`src/rtl/phase_sequencer.sv`:
```
// Multi-phase traffic signal sequencer with actuated green, clearance
// intervals, latched vehicle/pedestrian requests and a BCD walk countdown.
module phase_sequencer #(
   parameter int unsigned NUM_PHASES   = 4,
   parameter int unsigned MIN_GREEN    = 10,
   parameter int unsigned MAX_GREEN    = 40,
   parameter int unsigned YELLOW_TIME  = 4,
   parameter int unsigned ALL_RED_TIME = 2,
   parameter int unsigned WALK_TIME    = 7
) (
   input  logic                          clk,
   input  logic                          reset_n,
   input  logic                          tick,
   input  logic [NUM_PHASES-1:0]         car_sensor,
   input  logic [NUM_PHASES-1:0]         pedestrian_button,
   output logic [NUM_PHASES-1:0]         green_light,
   output logic [NUM_PHASES-1:0]         yellow_light,
   output logic [NUM_PHASES-1:0]         red_light,
   output logic [NUM_PHASES-1:0]         walk_light,
   output logic [NUM_PHASES-1:0]         hand_light,
   output logic [$clog2(NUM_PHASES)-1:0] active_phase,
   output logic [7:0]                    countdown_bcd,
   output logic [NUM_PHASES-1:0]         request_pending
);

   localparam int unsigned AW   = $clog2(NUM_PHASES);
   localparam int unsigned TMAX = (YELLOW_TIME > ALL_RED_TIME) ? YELLOW_TIME : ALL_RED_TIME;
   localparam int unsigned TW   = $clog2(TMAX + 1);
   localparam int unsigned EW   = $clog2(MAX_GREEN + 1);
   localparam int unsigned WW   = 7;

   typedef enum logic [1:0] {S_ALL_RED, S_GREEN, S_YELLOW} state_t;

   state_t                r_state,   w_state_nxt;
   logic [TW-1:0]         r_timer,   w_timer_nxt;
   logic [EW-1:0]         r_elapsed, w_elapsed_nxt, w_el_inc;
   logic [WW-1:0]         r_walk,    w_walk_nxt;
   logic [AW-1:0]         r_active,  w_active_nxt, w_pick;
   logic [NUM_PHASES-1:0] r_req,     w_req_nxt;
   logic [NUM_PHASES-1:0] r_ped,     w_ped_nxt;
   logic                  w_found, w_others, w_green_entry;

   logic [NUM_PHASES-1:0] r_green, r_yellow, r_red, r_walk_l, r_hand;
   logic [NUM_PHASES-1:0] w_onehot, w_green_nxt, w_yellow_nxt, w_walk_l_nxt;
   logic [7:0]            r_bcd, w_bcd_nxt;

   // Cyclic search for the next requesting phase, starting after the active one
   always_comb begin
      w_found = 1'b0;
      w_pick  = '0;
      for (int unsigned k = 1; k <= NUM_PHASES; k++) begin
         if (!w_found && r_req[AW'((32'(r_active) + k) % NUM_PHASES)]) begin
            w_found = 1'b1;
            w_pick  = AW'((32'(r_active) + k) % NUM_PHASES);
         end
      end
   end

   assign w_others = |(r_req & ~(NUM_PHASES'(1) << r_active));
   assign w_el_inc = (r_elapsed >= EW'(MAX_GREEN)) ? r_elapsed : r_elapsed + EW'(1);

   // Next-state logic
   always_comb begin
      w_state_nxt   = r_state;
      w_timer_nxt   = r_timer;
      w_elapsed_nxt = r_elapsed;
      w_walk_nxt    = r_walk;
      w_active_nxt  = r_active;
      w_green_entry = 1'b0;
      case (r_state)
         S_ALL_RED: begin
            if (tick) begin
               if (r_timer == TW'(1)) begin
                  w_state_nxt   = S_GREEN;
                  w_timer_nxt   = '0;
                  w_active_nxt  = w_found ? w_pick : '0;
                  w_green_entry = 1'b1;
                  w_elapsed_nxt = '0;
                  w_walk_nxt    = (r_ped[w_active_nxt] | pedestrian_button[w_active_nxt]) ?
                                  WW'(WALK_TIME) : '0;
               end else begin
                  w_timer_nxt = r_timer - TW'(1);
               end
            end
         end
         S_GREEN: begin
            if (tick) begin
               w_elapsed_nxt = w_el_inc;
               if (r_walk != '0) w_walk_nxt = r_walk - WW'(1);
               if ((w_el_inc >= EW'(MIN_GREEN)) && w_others &&
                   (!car_sensor[r_active] || (w_el_inc >= EW'(MAX_GREEN)))) begin
                  w_state_nxt = S_YELLOW;
                  w_timer_nxt = TW'(YELLOW_TIME);
                  w_walk_nxt  = '0;
               end
            end
         end
         S_YELLOW: begin
            if (tick) begin
               if (r_timer == TW'(1)) begin
                  w_state_nxt = S_ALL_RED;
                  w_timer_nxt = TW'(ALL_RED_TIME);
               end else begin
                  w_timer_nxt = r_timer - TW'(1);
               end
            end
         end
         default: begin
            w_state_nxt = S_ALL_RED;
            w_timer_nxt = TW'(ALL_RED_TIME);
         end
      endcase
   end

   // Request latching; the served phase is cleared on green entry, clear wins
   always_comb begin
      w_req_nxt = r_req;
      w_ped_nxt = r_ped;
      for (int unsigned i = 0; i < NUM_PHASES; i++) begin
         if ((car_sensor[i] | pedestrian_button[i]) &&
             !((r_state == S_GREEN) && (AW'(i) == r_active)))
            w_req_nxt[i] = 1'b1;
         if (pedestrian_button[i]) w_ped_nxt[i] = 1'b1;
      end
      if (w_green_entry) begin
         w_req_nxt[w_active_nxt] = 1'b0;
         w_ped_nxt[w_active_nxt] = 1'b0;
      end
   end

   always_ff @(posedge clk or negedge reset_n) begin
      if (!reset_n) begin
         r_state   <= S_ALL_RED;
         r_timer   <= TW'(ALL_RED_TIME);
         r_elapsed <= '0;
         r_walk    <= '0;
         r_active  <= '0;
         r_req     <= '0;
         r_ped     <= '0;
      end else begin
         r_state   <= w_state_nxt;
         r_timer   <= w_timer_nxt;
         r_elapsed <= w_elapsed_nxt;
         r_walk    <= w_walk_nxt;
         r_active  <= w_active_nxt;
         r_req     <= w_req_nxt;
         r_ped     <= w_ped_nxt;
      end
   end

   // Head decode from next state so lights are registered alongside the FSM
   assign w_onehot     = NUM_PHASES'(1) << w_active_nxt;
   assign w_green_nxt  = (w_state_nxt == S_GREEN)  ? w_onehot : '0;
   assign w_yellow_nxt = (w_state_nxt == S_YELLOW) ? w_onehot : '0;
   assign w_walk_l_nxt = ((w_state_nxt == S_GREEN) && (w_walk_nxt != '0)) ? w_onehot : '0;
   assign w_bcd_nxt    = {4'(w_walk_nxt / WW'(10)), 4'(w_walk_nxt % WW'(10))};

   always_ff @(posedge clk or negedge reset_n) begin
      if (!reset_n) begin
         r_green  <= '0;
         r_yellow <= '0;
         r_red    <= '1;
         r_walk_l <= '0;
         r_hand   <= '1;
         r_bcd    <= '0;
      end else begin
         r_green  <= w_green_nxt;
         r_yellow <= w_yellow_nxt;
         r_red    <= ~(w_green_nxt | w_yellow_nxt);
         r_walk_l <= w_walk_l_nxt;
         r_hand   <= ~w_walk_l_nxt;
         r_bcd    <= w_bcd_nxt;
      end
   end

   assign green_light     = r_green;
   assign yellow_light    = r_yellow;
   assign red_light       = r_red;
   assign walk_light      = r_walk_l;
   assign hand_light      = r_hand;
   assign countdown_bcd   = r_bcd;
   assign active_phase    = r_active;
   assign request_pending = r_req;

endmodule

```
`config.mk`:
```
export PLATFORM = sky130hd
export DESIGN_NAME = phase_sequencer
export DESIGN_NICKNAME = d
export VERILOG_FILES = /design/src/rtl/phase_sequencer.sv
export SDC_FILE = /design/constraint.sdc
export NUM_CORES = 1
export LEC_CHECK = 0
export CORE_UTILIZATION = 45
export CTS_CLUSTER_DIAMETER = 40
export DETAILED_ROUTE_END_ITERATION = 12
export PLACE_DENSITY_LB_ADDON = 0.08
export SYNTH_ARGS = -nofsm -noshare
export SYNTH_HDL_FRONTEND = slang
export SYNTH_SLANG_ARGS = --single-unit
```
`constraint.sdc`:
```
create_clock -name clk -period 4.9 [get_ports clk]
set_input_delay 0.735 -clock clk [delete_from_list [all_inputs] [get_ports clk]]
set_output_delay 0.735 -clock clk [all_outputs]
set_load 0.005 [all_outputs]
```
# After elaboration in Yosys (flattened, before gate mapping)
# Index checks and enable logic that the tools add are counted.
# Widths: inputs -> output; s select.
dict set report classes {
  n_reduce_logical 32
  n_mux 70
  mul 0
  n_bitwise 13
  div 2
  addsub 7
  shifts 2
  n_lt_le_gt_ge 11
  n_eq_ne 13
}
# operator n
set op_table {}
lappend op_table {{$mux 7} 5}
lappend op_table {{$mux 2} 14}
lappend op_table {{$mux 6} 4}
lappend op_table {{$mux 1} 23}
lappend op_table {{$lt 2x3->1 const B} 7}
lappend op_table {{$mux 3} 7}
lappend op_table {{$mux 4} 5}
lappend op_table {{$not 4->4} 4}
lappend op_table {{$logic_and 1x1->1} 15}
lappend op_table {{$bmux 1 s2} 7}
lappend op_table {{$pmux 7 s2} 1}
lappend op_table {{$reduce_bool 7->1} 2}
lappend op_table {{$and 4x4->4} 3}
lappend op_table {{$ge 6x6->1 const B} 2}
lappend op_table {{$pmux 6 s2} 1}
lappend op_table {{$ne 2x2->1 const B} 5}
lappend op_table {{$pmux 3 s3} 1}
lappend op_table {{$logic_not 1->1} 8}
lappend op_table {{$reduce_and 4->1} 2}
lappend op_table {{$shl 1x2->4 const A} 2}
lappend op_table {{$div 7x4->7 const B} 1}
lappend op_table {{$mod 7x4->7 const B} 1}
lappend op_table {{$sub 7x1->7 const B} 1}
lappend op_table {{$add 6x1->6 const B} 1}
lappend op_table {{other kinds (18)} 28}
dict set report word_totals {
  ramBits 0
  latchBits 0
  out_inout_bits 34
  inputBits 11
  romBits 0
  mem_count 0
  ff_bits 56
  wordCells 163
}

# Logic depth before layout (Yosys ltp)
dict set report depth {
  depth_word 25
  ltp_mapped 30
  mapped_depth_nobuf 25
}

# Least setup slack after synthesis
# OpenSTA, ideal clock, no wires.
dict set report synth_path {
  kind {register to register}
  start {register r_active[0], in the netlist active_phase[0]}
  end {register r_bcd[1], in the netlist countdown_bcd[1]}
  required_time_ns 4.778
  n_path_buf 4
  period_less_slack_ns 5.377
  arrival_ns 5.254
  slack_ns -0.477
  setup_time_ns 0.122
  stages_incl_launch_ff 30
  cell_sequence {dfrtp_1 -> buf_6 -> buf_4 -> inv_2 -> ha_1 -> nand2b_1 -> o2111ai_1 -> o311a_1 -> a2111o_1 -> and2_0 -> clkbuf_1 -> ha_1 -> inv_1 -> nand3_1 -> a21oi_2 -> or2_1 -> buf_2 -> o21ai_0 -> a21oi_1 -> ha_1 -> inv_1 -> o31ai_4 -> nand3_1 -> a31oi_2 -> xnor2_1 -> ha_1 -> and4_4 -> o31ai_2 -> a31o_4 -> xnor2_2}
}
dict set report synth_via {
  elab_chain_cells 22
  elab_cells_between_ends 49
  cone_classes {4 x add/sub; 1 x div; 1 x shift; 29 x mux; 3 x bitwise; 11 x reduce/logical}
}
# item line_no
set synth_rtl {}
lappend synth_rtl {{start: declaration} 38} ;# logic [AW-1:0] r_active, w_active_nxt, w_pick;
lappend synth_rtl {{start signal: assignment} 145} ;# r_active <= w_active_nxt;
lappend synth_rtl {{$add 2x1->2} {52, 54}}
lappend synth_rtl {{$bmux 1 s2} 52} ;# if (!w_found && r_req[AW'((32'(r_active) + k) % NUM_PHASES)]) begin
lappend synth_rtl {{$mux 1 (not written as such)} 52}
lappend synth_rtl {{$mux 1} 52}
lappend synth_rtl {{$logic_not 1->1} 52}
lappend synth_rtl {{$logic_and 1x1->1} 52}
lappend synth_rtl {{$mux 1} 52}
lappend synth_rtl {{$logic_not 1->1} 52}
lappend synth_rtl {{(+7 left out)} n/a}
lappend synth_rtl {{$mux 1 (not written as such)} 79} ;# w_walk_nxt = (r_ped[w_active_nxt] | pedestrian_button[w_active_nxt]) ?
lappend synth_rtl {{$or 1x1->1} 79}
lappend synth_rtl {{$mux 3} 79}
lappend synth_rtl {{$mux 7} 73} ;# if (r_timer == TW'(1)) begin
lappend synth_rtl {{$mux 7} 72} ;# if (tick) begin
lappend synth_rtl {{$pmux 7 s2 (*)} 70} ;# case (r_state)
lappend synth_rtl {{$mod 7x4->7 (*)} 156} ;# assign w_bcd_nxt = {4'(w_walk_nxt / WW'(10)), 4'(w_walk_nxt % WW'(10))};
lappend synth_rtl {{named net w_bcd_nxt[1]} 45} ;# logic [7:0] r_bcd, w_bcd_nxt;
lappend synth_rtl {{end signal: assignment} 172} ;# r_bcd <= w_bcd_nxt;
lappend synth_rtl {{end: declaration} 45}
# The timed path passes the listed nets; every way through them passes the cells marked *. The select of a mux whose other input is x is not followed.
# A chain may end at the register's enable or synchronous reset.

# Worst setup path in the final report
dict set report layout_path {
  start {register r_elapsed[1]}
  end {register r_bcd[1], in the netlist countdown_bcd[1]}
}
dict set report layout_via {
  elab_chain_cells 9
  elab_cells_between_ends 12
  cone_classes {1 x add/sub; 1 x div; 3 x order compare; 4 x mux; 3 x reduce/logical}
}
# item line_no
set layout_rtl {}
lappend layout_rtl {{start: declaration} 36} ;# logic [EW-1:0] r_elapsed, w_elapsed_nxt, w_el_inc;
lappend layout_rtl {{start signal: assignment} 143} ;# r_elapsed <= w_elapsed_nxt;
lappend layout_rtl {{$add 6x1->6 / $ge 6x6->1 (equally long branches)} 60} ;# assign w_el_inc = (r_elapsed >= EW'(MAX_GREEN)) ? r_elapsed : r_elapsed + EW'(1);
lappend layout_rtl {{$mux 6 (*)} 60}
lappend layout_rtl {{$ge 6x4->1 / $ge 6x6->1 (equally long branches)} {90, 91}}
lappend layout_rtl {{$logic_and 1x1->1 / $logic_or 1x1->1 (equally long branches)} {90, 91}}
lappend layout_rtl {{$logic_and 1x1->1 (*)} 90} ;# if ((w_el_inc >= EW'(MIN_GREEN)) && w_others &&
lappend layout_rtl {{$mux 7 (*)} 90}
lappend layout_rtl {{$mux 7 (*)} 87} ;# if (tick) begin
lappend layout_rtl {{$pmux 7 s2 (*)} 70}
lappend layout_rtl {{named net w_walk_nxt[4]} 37} ;# logic [WW-1:0] r_walk, w_walk_nxt;
lappend layout_rtl {{$mod 7x4->7 (*)} 156}
lappend layout_rtl {{named net w_bcd_nxt[1]} 45}
# The timed path passes the listed nets; every way through them passes the cells marked *.

==> qor.csv <==
metric,value,unit
p_leak,2.099,nW
layout.nets,532,
grt_pass1_vias,3400,
clock_skew,0.01047,ns
place_area,0.004708,mm^2
ant_nets,0,
die_w,92.89,um
hold_path.class,input port to asynchronous set/reset pin,
ff2ff_setup_slack,0.16,ns
post_drt_wl_per_cell,15.81,um
synthArstFlopShare,100.0,%
synthFlopType,dfrtp_1,
vias_per_cell,5.592,
io_buffers,44,
drc_errors,0,
drt_iter0_markers,125,
die_h,92.89,um
cts.path.max_buffers,2,
antenna_cells,0,
synth_top_cell_by_area,dfrtp_1,
synth-edff-count,0,
min_period,4.740,ns
power.density,809.7,mW/mm^2
overflow,0,
finalCritPeriodShare,96.73,%
grt_pass1_wl,15880,um
hold_viol,0,
fillers,705,
cp-startpoint,r_elapsed[1]$_DFFE_PN0P_,
clockRootBuffer,clkbuf_8,
gp_congestion,0.8770,
vias,3400,
timing.max_cap.violations,0,
finish.instance_area,0.004918,mm^2
dp_hpwl,7258,um
setup_violations,0,
synth.distinct_cells,86,
grt_antenna_before_repair,0,
ios,45,
worst_pin_slew,0.7452,ns
relSlewSlack,49.94,%
power,3.982,mW
synth_fp_nets,439,
htree_levels,2,
wirelength,9612,um
path_clk_slew,0.12,ns
drv_slew,0,
syn_area,0.003717,mm^2
path_class,flop to flop,
core_area,0.007848,mm^2
fmax,0.2110,GHz
dr.pass1.iters,4,
seq_area_frac_synth,37.33,%
synthTopCellsByArea,"dfrtp_1 (31%), dfstp_2 (6.4%), ha_1 (5.4%)",
cts.sinks,55,
rr_endpoint,countdown_bcd[1]$_DFF_PN0_,
yosysTopAreaCellShare,30.97,%
drive_above_1_share,26.88,%
cp-endpoint,countdown_bcd[1]$_DFF_PN0_,
avgSynthCellArea,9.023,um^2
syn_to_final_growth,32.31,%
cts_tree,done,
worst_ir_drop_vdd,690.8,uV
grt_max_degree,56,
cts_buffers,5,
path_max_fanout,4,
ys_ff_latch,55,
cp-end-kind,flop,
crit_path_start_kind,flop,
clkLatencyLatePin,0.32,ns
reg2reg_from,r_elapsed[1]$_DFFE_PN0P_,
yosysWarningCount,0,
grt_use_total,22.99,%
initial_utilization,47.37,%
die_area,0.008629,mm^2
num_rows,32,
ff2ff_path_depth,24,
worst_ep_arrival_time,4.96,ns
cp.required,5.12,ns
status,finished clean,
syn_inst,412,
-- synth_stat cells (3+ instances only) --
cell type / number
nor3_1: 11
o211ai_1: 3
and3_1: 4
buf_4: 5
nor2b_1: 3
dfrtp_1: 46
nor4_1: 4
nor2_1: 50
xnor2_1: 6
ha_1: 16
a211o_1: 3
dfstp_2: 9
inv_1: 26
o21ai_0: 21
nor3b_1: 3
a31oi_1: 5
a21o_1: 3
o31a_1: 3
a211oi_2: 3
o221ai_1: 3
a21oi_1: 24
nand3_1: 15
a2111o_1: 3
clkbuf_1: 6
mux2i_1: 6
or3_1: 6
buf_2: 6
o311a_1: 4
nand2b_1: 8
mux4_2: 3
nand2_1: 37
-- state kept, by name, indices dropped and copies added, names as in the netlist --
| signal | cells |
|---|---|
| active_phase | 2 |
| countdown_bcd | 8 |
| green_light | 4 |
| hand_light | 4 |
| r_elapsed | 6 |
| r_ped | 4 |
| r_state | 2 |
| r_timer | 3 |
| r_walk | 6 |
| red_light | 4 |
| request_pending | 4 |
| walk_light | 4 |
| yellow_light | 4 |
-- cell families (layout without fill, tap and decap cells) --
logic type,count (synthesis),after routing,synth area share (%)
AO/OA/AOI/OAI,111,111,23.13
XOR/XNOR,8,8,2.087
adder cells (fa/ha/maj),16,16,5.385
buffers and inverters,50,144,6.328
flip-flops,55,55,37.33
multiplexers,11,11,4.039
AND/OR/NAND/NOR,161,161,21.71
-- critical path: stages (launching register included) --
cell and delay (ns):
dfrtp_1 0.44, ha_2 0.22, xor2_1 0.14, or3_4 0.34, o311a_4 0.14, a2111o_1 0.43
nand2_2 0.11, buf_6 0.13, inv_1 0.05, ha_1 0.19, a31oi_2 0.20, or2_1 0.17
o21ai_2 0.06, a21oi_2 0.16, ha_2 0.20, inv_2 0.05, o31ai_4 0.27, nand3_2 0.14
a31oi_4 0.20, xnor2_2 0.15, ha_2 0.21, and4_4 0.21, o31ai_2 0.07, a31o_4 0.24
xnor2_2 0.12
-- power breakdown --
group | switching [mW] | internal [mW] | total [mW]
registers | 0.0929 | 0.623 | 0.716
logic | 1.51 | 1.48 | 2.99
clock network | 0.169 | 0.108 | 0.278
total | 1.77 | 2.21 | 3.98
-- placed cells by master, fill, tap and decap left out, types with 4 or more instances in the layout --
cell type and count:
clkdlybuf4s50_1 43, or3_1 5, dfrtp_1 46, clkbuf_8 5, nor3_1 10, a21oi_1 23, a31oi_1 5, mux2i_1 6
nand3_1 13, ha_2 4, nor2_1 50, inv_1 22, xnor2_1 5, nand2b_1 6, and3_1 4, ha_4 4
ha_1 8, buf_4 61, nand2_1 35, dfstp_2 9, o21ai_0 20
-- how the worst min path moves through the flow --
stage / endpoint / cells after the start
2_1_floorplan: active_phase[0]$_DFF_PN0_ / 0
3_3_place_gp: r_ped[2]$_DFF_PN0_ / 2
3_5_place_dp: r_ped[2]$_DFF_PN0_ / 2
4_1_cts: r_ped[2]$_DFF_PN0_ / 2
5_1_grt: r_timer[1]$_DFFE_PN1P_ / 2
6_report: r_elapsed[2]$_DFFE_PN0P_ / 2
-- routing by layer --
metal | part of all wire, % | GRT usage, %
met2 | 51 | 41.67
met1 | 45 | 28.72
met4 | 1.3 | 5.641
met3 | 2.5 | 2.956
met5 | 0 | 0
-- cell type report --
type                    count  area, um^2  share of cell area, %
multi-input cells         307        2273                  46.22
clock inverters             3       28.78                 0.5851
clock buffers               5       68.82                  1.399
well taps                 102       127.6                  2.595
repair buffers            106       904.6                  18.39
flip-flops and latches     55        1388                  28.21
inverters                  30       127.6                  2.595
-- metrics by stage --
| stage | setup TNS [ns] | utilization [%] | instances | hold WS, ns | setup slack (ns) |
|---|---|---|---|---|---|
| final | 0 | 62.68 | 608 | 0.5179 | 0.1602 |
| after global routing | -0.04382 | 62.68 | 608 | 0.5560 | -0.04382 |
| after floorplan | -0.1215 | - | 412 | 0.4394 | -0.1180 |
| after global placement | -0.2245 | 60.00 | 596 | 0.4863 | -0.1683 |
| after CTS | 0 | 61.35 | 605 | 0.5174 | 0.02232 |
| after detailed placement | -0.6072 | 60.00 | 596 | 0.4907 | -0.2983 |
-- timing repair --
action / CTS / global route
hold endpoints to repair: 0 / 0
setup endpoints to repair: 1 / 3
setup buffers: 1 / 3
gates resized for setup: 1 / 16
hold buffers: 0 / 0
pin swaps: 0 / 11
Power figures use the tool's default switching activity.
